### src/rtl/uc_multiciclo_if.sv
// rtl/uc_multiciclo_if.sv - instruction fields in, datapath controls out, for the multicycle control unit
interface uc_multiciclo_if #(
  parameter int ALUCTRL_W = 3,
  parameter int INSTRET_W = 32
);
  logic [6:0]           op;
  logic [2:0]           f3;
  logic [6:0]           f7;
  logic                 zero;
  logic                 mem_ready;
  logic                 pc_write;
  logic                 adr_src;
  logic                 mem_write;
  logic                 ir_write;
  logic [1:0]           result_src;
  logic [1:0]           alu_src_a;
  logic [1:0]           alu_src_b;
  logic [1:0]           imm_src;
  logic                 reg_write;
  logic [ALUCTRL_W-1:0] alu_control;
  logic                 trap;
  logic [INSTRET_W-1:0] instret;

  // control unit side
  modport master (
    input  op, f3, f7, zero, mem_ready,
    output pc_write, adr_src, mem_write, ir_write, result_src, alu_src_a,
           alu_src_b, imm_src, reg_write, alu_control, trap, instret
  );

  // datapath side
  modport slave (
    output op, f3, f7, zero, mem_ready,
    input  pc_write, adr_src, mem_write, ir_write, result_src, alu_src_a,
           alu_src_b, imm_src, reg_write, alu_control, trap, instret
  );
endinterface

### src/rtl/uc_multiciclo.sv
// rtl/uc_multiciclo.sv - multicycle RV32I-subset control FSM; define UC_BNE_EN to add bne
module uc_multiciclo #(
  parameter int ALUCTRL_W = 3,
  parameter int INSTRET_W = 32
) (
  input logic             clk,
  input logic             rst_n,
  uc_multiciclo_if.master bus
);

  typedef enum logic [3:0] {
    S_FETCH, S_DECODE, S_MEMADR, S_MEMREAD, S_MEMWB, S_MEMWRITE,
    S_EXECR, S_EXECI, S_ALUWB, S_JAL, S_BEQ, S_ILLEGAL
  } state_t;

  typedef enum logic [1:0] {ALUOP_ADD, ALUOP_SUB, ALUOP_FUNCT} aluop_t;

  state_t               state_q, state_d;
  logic [INSTRET_W-1:0] instret_q, instret_d;
  logic                 trap_q, trap_d;
  logic                 adr_src_q, adr_src_d;
  logic                 reg_write_q, reg_write_d;
  logic [1:0]           result_src_q, result_src_d;
  logic [1:0]           alu_src_a_q, alu_src_a_d;
  logic [1:0]           alu_src_b_q, alu_src_b_d;
  aluop_t               aluop_q, aluop_d;
  logic                 branch_taken;
  logic                 pc_write_c, ir_write_c, mem_write_c;
  logic [2:0]           funct_code, alu_code;
  logic [1:0]           imm_src_c;

`ifdef UC_BNE_EN
  assign branch_taken = (bus.f3 == 3'b001) ? ~bus.zero : bus.zero;
`else
  assign branch_taken = bus.zero;
`endif

  // Next state, retirement counting and the sticky trap flag
  always_comb begin
    state_d   = state_q;
    instret_d = instret_q;
    case (state_q)
      S_FETCH:    if (bus.mem_ready) state_d = S_DECODE;
      S_DECODE: begin
        case (bus.op)
          7'b0000011, 7'b0100011: state_d = S_MEMADR;
          7'b0110011:             state_d = S_EXECR;
          7'b0010011:             state_d = S_EXECI;
          7'b1101111:             state_d = S_JAL;
`ifdef UC_BNE_EN
          7'b1100011: state_d = (bus.f3 == 3'b000 || bus.f3 == 3'b001) ? S_BEQ : S_ILLEGAL;
`else
          7'b1100011:             state_d = S_BEQ;
`endif
          default:                state_d = S_ILLEGAL;
        endcase
      end
      S_MEMADR:   state_d = bus.op[5] ? S_MEMWRITE : S_MEMREAD;
      S_MEMREAD:  if (bus.mem_ready) state_d = S_MEMWB;
      S_MEMWB: begin
        state_d   = S_FETCH;
        instret_d = instret_q + INSTRET_W'(1);
      end
      S_MEMWRITE: begin
        if (bus.mem_ready) begin
          state_d   = S_FETCH;
          instret_d = instret_q + INSTRET_W'(1);
        end
      end
      S_EXECR, S_EXECI: state_d = S_ALUWB;
      S_ALUWB, S_BEQ: begin
        state_d   = S_FETCH;
        instret_d = instret_q + INSTRET_W'(1);
      end
      S_JAL:      state_d = S_ALUWB;
      S_ILLEGAL:  state_d = S_ILLEGAL;
      default:    state_d = S_FETCH;
    endcase
    trap_d = trap_q | (state_d == S_ILLEGAL);
  end

  // Moore selects for the state being entered, so they are registered alongside it
  always_comb begin
    adr_src_d    = 1'b0;
    reg_write_d  = 1'b0;
    result_src_d = 2'b00;
    alu_src_a_d  = 2'b00;
    alu_src_b_d  = 2'b00;
    aluop_d      = ALUOP_ADD;
    case (state_d)
      S_FETCH:    begin alu_src_b_d = 2'b10; result_src_d = 2'b10; end
      S_DECODE:   begin alu_src_a_d = 2'b01; alu_src_b_d = 2'b01; end
      S_MEMADR:   begin alu_src_a_d = 2'b10; alu_src_b_d = 2'b01; end
      S_MEMREAD:  adr_src_d = 1'b1;
      S_MEMWB:    begin result_src_d = 2'b01; reg_write_d = 1'b1; end
      S_MEMWRITE: adr_src_d = 1'b1;
      S_EXECR:    begin alu_src_a_d = 2'b10; aluop_d = ALUOP_FUNCT; end
      S_EXECI:    begin alu_src_a_d = 2'b10; alu_src_b_d = 2'b01; aluop_d = ALUOP_FUNCT; end
      S_ALUWB:    reg_write_d = 1'b1;
      S_JAL:      begin alu_src_a_d = 2'b01; alu_src_b_d = 2'b10; end
      S_BEQ:      begin alu_src_a_d = 2'b10; aluop_d = ALUOP_SUB; end
      default:    ;
    endcase
  end

  // State and registered outputs; reset values are the FETCH outputs
  always_ff @(posedge clk or negedge rst_n) begin
    if (!rst_n) begin
      state_q      <= S_FETCH;
      instret_q    <= '0;
      trap_q       <= 1'b0;
      adr_src_q    <= 1'b0;
      reg_write_q  <= 1'b0;
      result_src_q <= 2'b10;
      alu_src_a_q  <= 2'b00;
      alu_src_b_q  <= 2'b10;
      aluop_q      <= ALUOP_ADD;
    end else begin
      state_q      <= state_d;
      instret_q    <= instret_d;
      trap_q       <= trap_d;
      adr_src_q    <= adr_src_d;
      reg_write_q  <= reg_write_d;
      result_src_q <= result_src_d;
      alu_src_a_q  <= alu_src_a_d;
      alu_src_b_q  <= alu_src_b_d;
      aluop_q      <= aluop_d;
    end
  end

  // Enables that depend on mem_ready/zero this cycle; held low while reset is asserted
  always_comb begin
    pc_write_c  = 1'b0;
    ir_write_c  = 1'b0;
    mem_write_c = 1'b0;
    case (state_q)
      S_FETCH:    begin pc_write_c = bus.mem_ready; ir_write_c = bus.mem_ready; end
      S_MEMWRITE: mem_write_c = 1'b1;
      S_JAL:      pc_write_c = 1'b1;
      S_BEQ:      pc_write_c = branch_taken;
      default:    ;
    endcase
    pc_write_c  = pc_write_c  & rst_n;
    ir_write_c  = ir_write_c  & rst_n;
    mem_write_c = mem_write_c & rst_n;
  end

  // ALU operation: fixed add/sub, or decoded from funct3/funct7
  always_comb begin
    case (bus.f3)
      3'b000:  funct_code = (bus.op[5] & bus.f7[5]) ? 3'b001 : 3'b000;
      3'b010:  funct_code = 3'b101;
      3'b110:  funct_code = 3'b011;
      3'b111:  funct_code = 3'b010;
      default: funct_code = 3'b000;
    endcase
    case (aluop_q)
      ALUOP_SUB:   alu_code = 3'b001;
      ALUOP_FUNCT: alu_code = funct_code;
      default:     alu_code = 3'b000;
    endcase
  end

  // Immediate format follows the opcode in every state
  always_comb begin
    case (bus.op)
      7'b0100011: imm_src_c = 2'b01;
      7'b1100011: imm_src_c = 2'b10;
      7'b1101111: imm_src_c = 2'b11;
      default:    imm_src_c = 2'b00;
    endcase
  end

  assign bus.pc_write    = pc_write_c;
  assign bus.ir_write    = ir_write_c;
  assign bus.mem_write   = mem_write_c;
  assign bus.adr_src     = adr_src_q;
  assign bus.reg_write   = reg_write_q;
  assign bus.result_src  = result_src_q;
  assign bus.alu_src_a   = alu_src_a_q;
  assign bus.alu_src_b   = alu_src_b_q;
  assign bus.imm_src     = imm_src_c;
  assign bus.alu_control = ALUCTRL_W'(alu_code);
  assign bus.trap        = trap_q;
  assign bus.instret     = instret_q;

endmodule

### src/flat_wrapper.sv
// flat-port wrapper written by rule: the top's interface ports become plain ports
module uc_multiciclo_flat 
#(
  parameter int ALUCTRL_W = 3,
  parameter int INSTRET_W = 32
)
  (clk, rst_n, bus_op, bus_f3, bus_f7, bus_zero, bus_mem_ready, bus_pc_write, bus_adr_src, bus_mem_write, bus_ir_write, bus_result_src, bus_alu_src_a, bus_alu_src_b, bus_imm_src, bus_reg_write, bus_alu_control, bus_trap, bus_instret);
  uc_multiciclo_if #(.ALUCTRL_W(ALUCTRL_W), .INSTRET_W(INSTRET_W)) bus_i ();
  input logic clk;
  input logic rst_n;
  input wire logic [$bits(bus_i.op)-1:0] bus_op;
  input wire logic [$bits(bus_i.f3)-1:0] bus_f3;
  input wire logic [$bits(bus_i.f7)-1:0] bus_f7;
  input wire logic [$bits(bus_i.zero)-1:0] bus_zero;
  input wire logic [$bits(bus_i.mem_ready)-1:0] bus_mem_ready;
  output wire logic [$bits(bus_i.pc_write)-1:0] bus_pc_write;
  output wire logic [$bits(bus_i.adr_src)-1:0] bus_adr_src;
  output wire logic [$bits(bus_i.mem_write)-1:0] bus_mem_write;
  output wire logic [$bits(bus_i.ir_write)-1:0] bus_ir_write;
  output wire logic [$bits(bus_i.result_src)-1:0] bus_result_src;
  output wire logic [$bits(bus_i.alu_src_a)-1:0] bus_alu_src_a;
  output wire logic [$bits(bus_i.alu_src_b)-1:0] bus_alu_src_b;
  output wire logic [$bits(bus_i.imm_src)-1:0] bus_imm_src;
  output wire logic [$bits(bus_i.reg_write)-1:0] bus_reg_write;
  output wire logic [$bits(bus_i.alu_control)-1:0] bus_alu_control;
  output wire logic [$bits(bus_i.trap)-1:0] bus_trap;
  output wire logic [$bits(bus_i.instret)-1:0] bus_instret;
  assign bus_i.op = bus_op;
  assign bus_i.f3 = bus_f3;
  assign bus_i.f7 = bus_f7;
  assign bus_i.zero = bus_zero;
  assign bus_i.mem_ready = bus_mem_ready;
  assign bus_pc_write = bus_i.pc_write;
  assign bus_adr_src = bus_i.adr_src;
  assign bus_mem_write = bus_i.mem_write;
  assign bus_ir_write = bus_i.ir_write;
  assign bus_result_src = bus_i.result_src;
  assign bus_alu_src_a = bus_i.alu_src_a;
  assign bus_alu_src_b = bus_i.alu_src_b;
  assign bus_imm_src = bus_i.imm_src;
  assign bus_reg_write = bus_i.reg_write;
  assign bus_alu_control = bus_i.alu_control;
  assign bus_trap = bus_i.trap;
  assign bus_instret = bus_i.instret;
  uc_multiciclo #(.ALUCTRL_W(ALUCTRL_W), .INSTRET_W(INSTRET_W)) u_core (.clk(clk), .rst_n(rst_n), .bus(bus_i));
endmodule
### config.mk
export PLATFORM = sky130hd
export DESIGN_NAME = uc_multiciclo_flat
export DESIGN_NICKNAME = d
export VERILOG_FILES = /design/src/rtl/uc_multiciclo_if.sv /design/src/rtl/uc_multiciclo.sv /design/src/flat_wrapper.sv
export SDC_FILE = /design/constraint.sdc
export NUM_CORES = 1
export LEC_CHECK = 0
export ABC_AREA = 1
export CORE_MARGIN = 5
export CORE_UTILIZATION = 40
export DETAILED_ROUTE_END_ITERATION = 10
export GPL_TIMING_DRIVEN = 0
export MAX_ROUTING_LAYER = met4
export PLACE_DENSITY = 0.73
export SYNTH_ARGS = -nofsm -noshare
export SYNTH_HDL_FRONTEND = slang
export SYNTH_SLANG_ARGS = --single-unit
### constraint.sdc
create_clock -name clk -period 3.02 [get_ports clk]
set_input_delay 0.604 -clock clk [delete_from_list [all_inputs] [get_ports clk]]
set_output_delay 0.604 -clock clk [all_outputs]
set_load 0.02 [all_outputs]
==> run metrics <==
outcome finished, final reports clean; leading area contributor after synthesis dfrtp_1; Mapped Area 0.002944 mm²; Final Util 52.95%; Syn Inst Count 412; port bufs 63; Req. time, crit path 2.42 ns; VDD IR max 0.1734 mV; data arrival time of the critical path 2.26 ns; library cells used by synthesis 35; crit-path cells clkdlybuf4s50_1 -> nor2_1 -> nand3_1 -> o31ai_1 -> clkdlybuf4s50_1; headroom to the max-slew limit 74.26%; die width 95.79 µm; router iterations before antenna repair 4; Post-Layout Cell Count 583; fill count 703; Hold WC Path Type primary input to async pin; crit path kind primary input to output port; RSZ-0062 raised after global routing no; quantity of hold-fixing buffers added after cts 0; R2R Setup Slk 1.36 ns; Critical Path Source bus_op[2]; clock-pin slew on the worst setup and hold paths 0.09 ns; die footprint 0.009176 mm²; Slowest cell on crit path clkdlybuf4s50_1; # rows 31; f_max 349.2 MHz; Area contributors post-synth dfrtp_1, nand2_1, nor2_1; Initial Utilization 40.81%; Critical Path Sink Type output port; CTS Buffer Depth 2; minimum clock period 2.863 ns; Core ar. 0.007214 mm²; leading cell types in the layout, fill and taps excluded nand2_1, clkdlybuf4s50_1, nor2_1, inv_1, dfrtp_1; Seq/Total Area, Yosys 40.03%; clk_lat worst skew 0.30 ns; Syn Area/Cell 7.146 µm²; CP Max Fanout 4; Chip Height 95.79 µm; r2r startpoint u_core.bus.instret[0]$_DFFE_PN0P_; Slew Viols, Final 0; area share of the largest cell type after synthesis 38.25%; Final Cycle Share 94.81%; Syn Nets 436; setup bufs post-CTS 0; register bit total from synthesis 47; Ant. Diodes 0; leading cell type in the layout, fill and taps excluded nand2_1; ANT nets after route 0; share of layout cells above drive strength 1 10.33%; placer congestion estimate 0.9528; Final setup violation count 0; final-report hold violation count 0; initial antenna violation count 0; Clock Sinks 47; wire per inst 12.96 µm; drc violations 0; Leakage Power 1.700 nW; delay of the slowest critical-path stage 0.65 ns; # nets final 507; DRT Wirelength 7.556 mm; GRT Total Usage 18.15%; Inst Count DP 575; critical path launch point type primary input; # resized after CTS 0; root buffer cell clkbuf_8; vias in the first global route 2876; most used cell, CP clkdlybuf4s50_1; largest net degree at the start of global routing 35; TritonCTS clock tree built; Yosys warning count 0; Vias 2866; io pins 70; post-DP HPWL 5.961 mm; area grow syn2layout 29.75%; first-pass GRT wire length 12.96 mm; Power Density 296.9 mW/mm²; Clock Skew 0.007916 ns; Max-cap violations 0; actual slew at the worst max-slew pin 0.3832 ns; H-tree levels 2; Via density 4.916; GRT overflow 0; CTS Buf Count 5; first-iteration detailed-routing DRC count 111
-- path summary, 6_finish.rpt --
kind	depth (start not counted)	to
max reg2reg	8	u_core.bus.instret[12]$_DFFE_PN0P_
min reg2reg	2	u_core.bus.trap$_DFF_PN0_
min	1	u_core.bus.instret[15]$_DFFE_PN0P_
min in group clk	2	u_core.bus.trap$_DFF_PN0_
max	5	bus_imm_src[0]
max in group asynchronous	2	u_core.bus.result_src[1]$_DFF_PN1_
-- state kept, by name, indices dropped and copies added, names as in the netlist --
signal                 count
u_core.state_q             4
u_core.bus.adr_src         1
u_core.bus.reg_write       1
u_core.bus.instret        32
u_core.bus.alu_src_a       2
u_core.bus.trap            1
u_core.aluop_q             2
u_core.bus.alu_src_b       2
u_core.bus.result_src      2
-- power by group --
part           internal, mW  switching, mW
logic                0.0214         0.0258
clock network         0.248          0.210
registers             0.629              0
-- cell usage after synthesis --
library cell and n:
nor2_1 53, dfstp_2 2, or2_2 1, buf_6 1, nor2_4 3, nand3_1 25, inv_4 1, a31oi_1 1
o21ai_1 7, nor3_2 3, nand2_1 133, nor3b_2 1, buf_2 2, nand2_4 1, ha_1 3, nand4_1 9
nand4_4 1, nand2_2 7, and2_1 1, inv_2 6, dfrtp_1 45, o31ai_1 1, xor2_1 12, inv_1 48
nand3_2 1, o221ai_1 1, a21oi_1 2, o21ai_0 6, nor3b_1 1, xnor2_1 7, buf_4 1, nor2_2 10
nor3_4 1, nand3b_1 4, nor3_1 11
-- worst max-delay path: cells and delay by family --
kind | cells | cell delay, ns
buffers and inverters | 2 | 1.09
AO/OA/AOI/OAI | 1 | 0.24
AND/OR/NAND/NOR | 2 | 0.33
-- stage by stage --
stage | TNS [ns] | area, µm² | hold slack, ns | setup slack [ns] | total power [mW]
final | 0 | 3820 | 0.2037 | 0.1566 | 1.134
after global routing | 0 | 3820 | 0.2237 | 0.04084 | 1.182
after CTS | 0 | 3820 | 0.2101 | 0.1571 | 1.148
after detailed placement | 0 | 3714 | 0.4918 | 0.1818 | 0.6895
after global placement | -5.487 | 3699 | 0.4701 | -1.509 | 0.6861
after floorplan | 0 | 2944 | 0.3084 | 0.9958 | 0.6504
-- layout make-up --
class / count / area (µm²) / share of cell area, %
Tap cell: 99 / 123.9 / 3.243
Clock inverter: 1 / 30.03 / 0.7861
Clock buffer: 7 / 76.32 / 1.998
Multi-Input combinational cell: 306 / 1528 / 39.99
Inverter: 55 / 209.0 / 5.470
Sequential cell: 47 / 1179 / 30.85
Buffer: 4 / 28.78 / 0.7534
Timing Repair Buffer: 64 / 645.6 / 16.90
-- cells by family after synthesis --
group / share of synthesized area [%]
xor+xnor: 5.652
compound gates: 3.315
simple gates: 41.65
flops: 40.03
fa+ha+maj: 1.275
buf+inv: 8.075
-- routing by layer --
metal | up-vias | routed length, µm | GRT usage, % | part of all wire, %
met5 | - | 0 | - | 0
met4 | 0 | 115 | 4.976 | 1.5
met3 | 15 | 610 | 4.769 | 8.1
met2 | 111 | 3641 | 30.05 | 48
met1 | 1311 | 3188 | 21.90 | 42
li1 | 1429 | - | - | -
(Power assumes the default switching activity.)
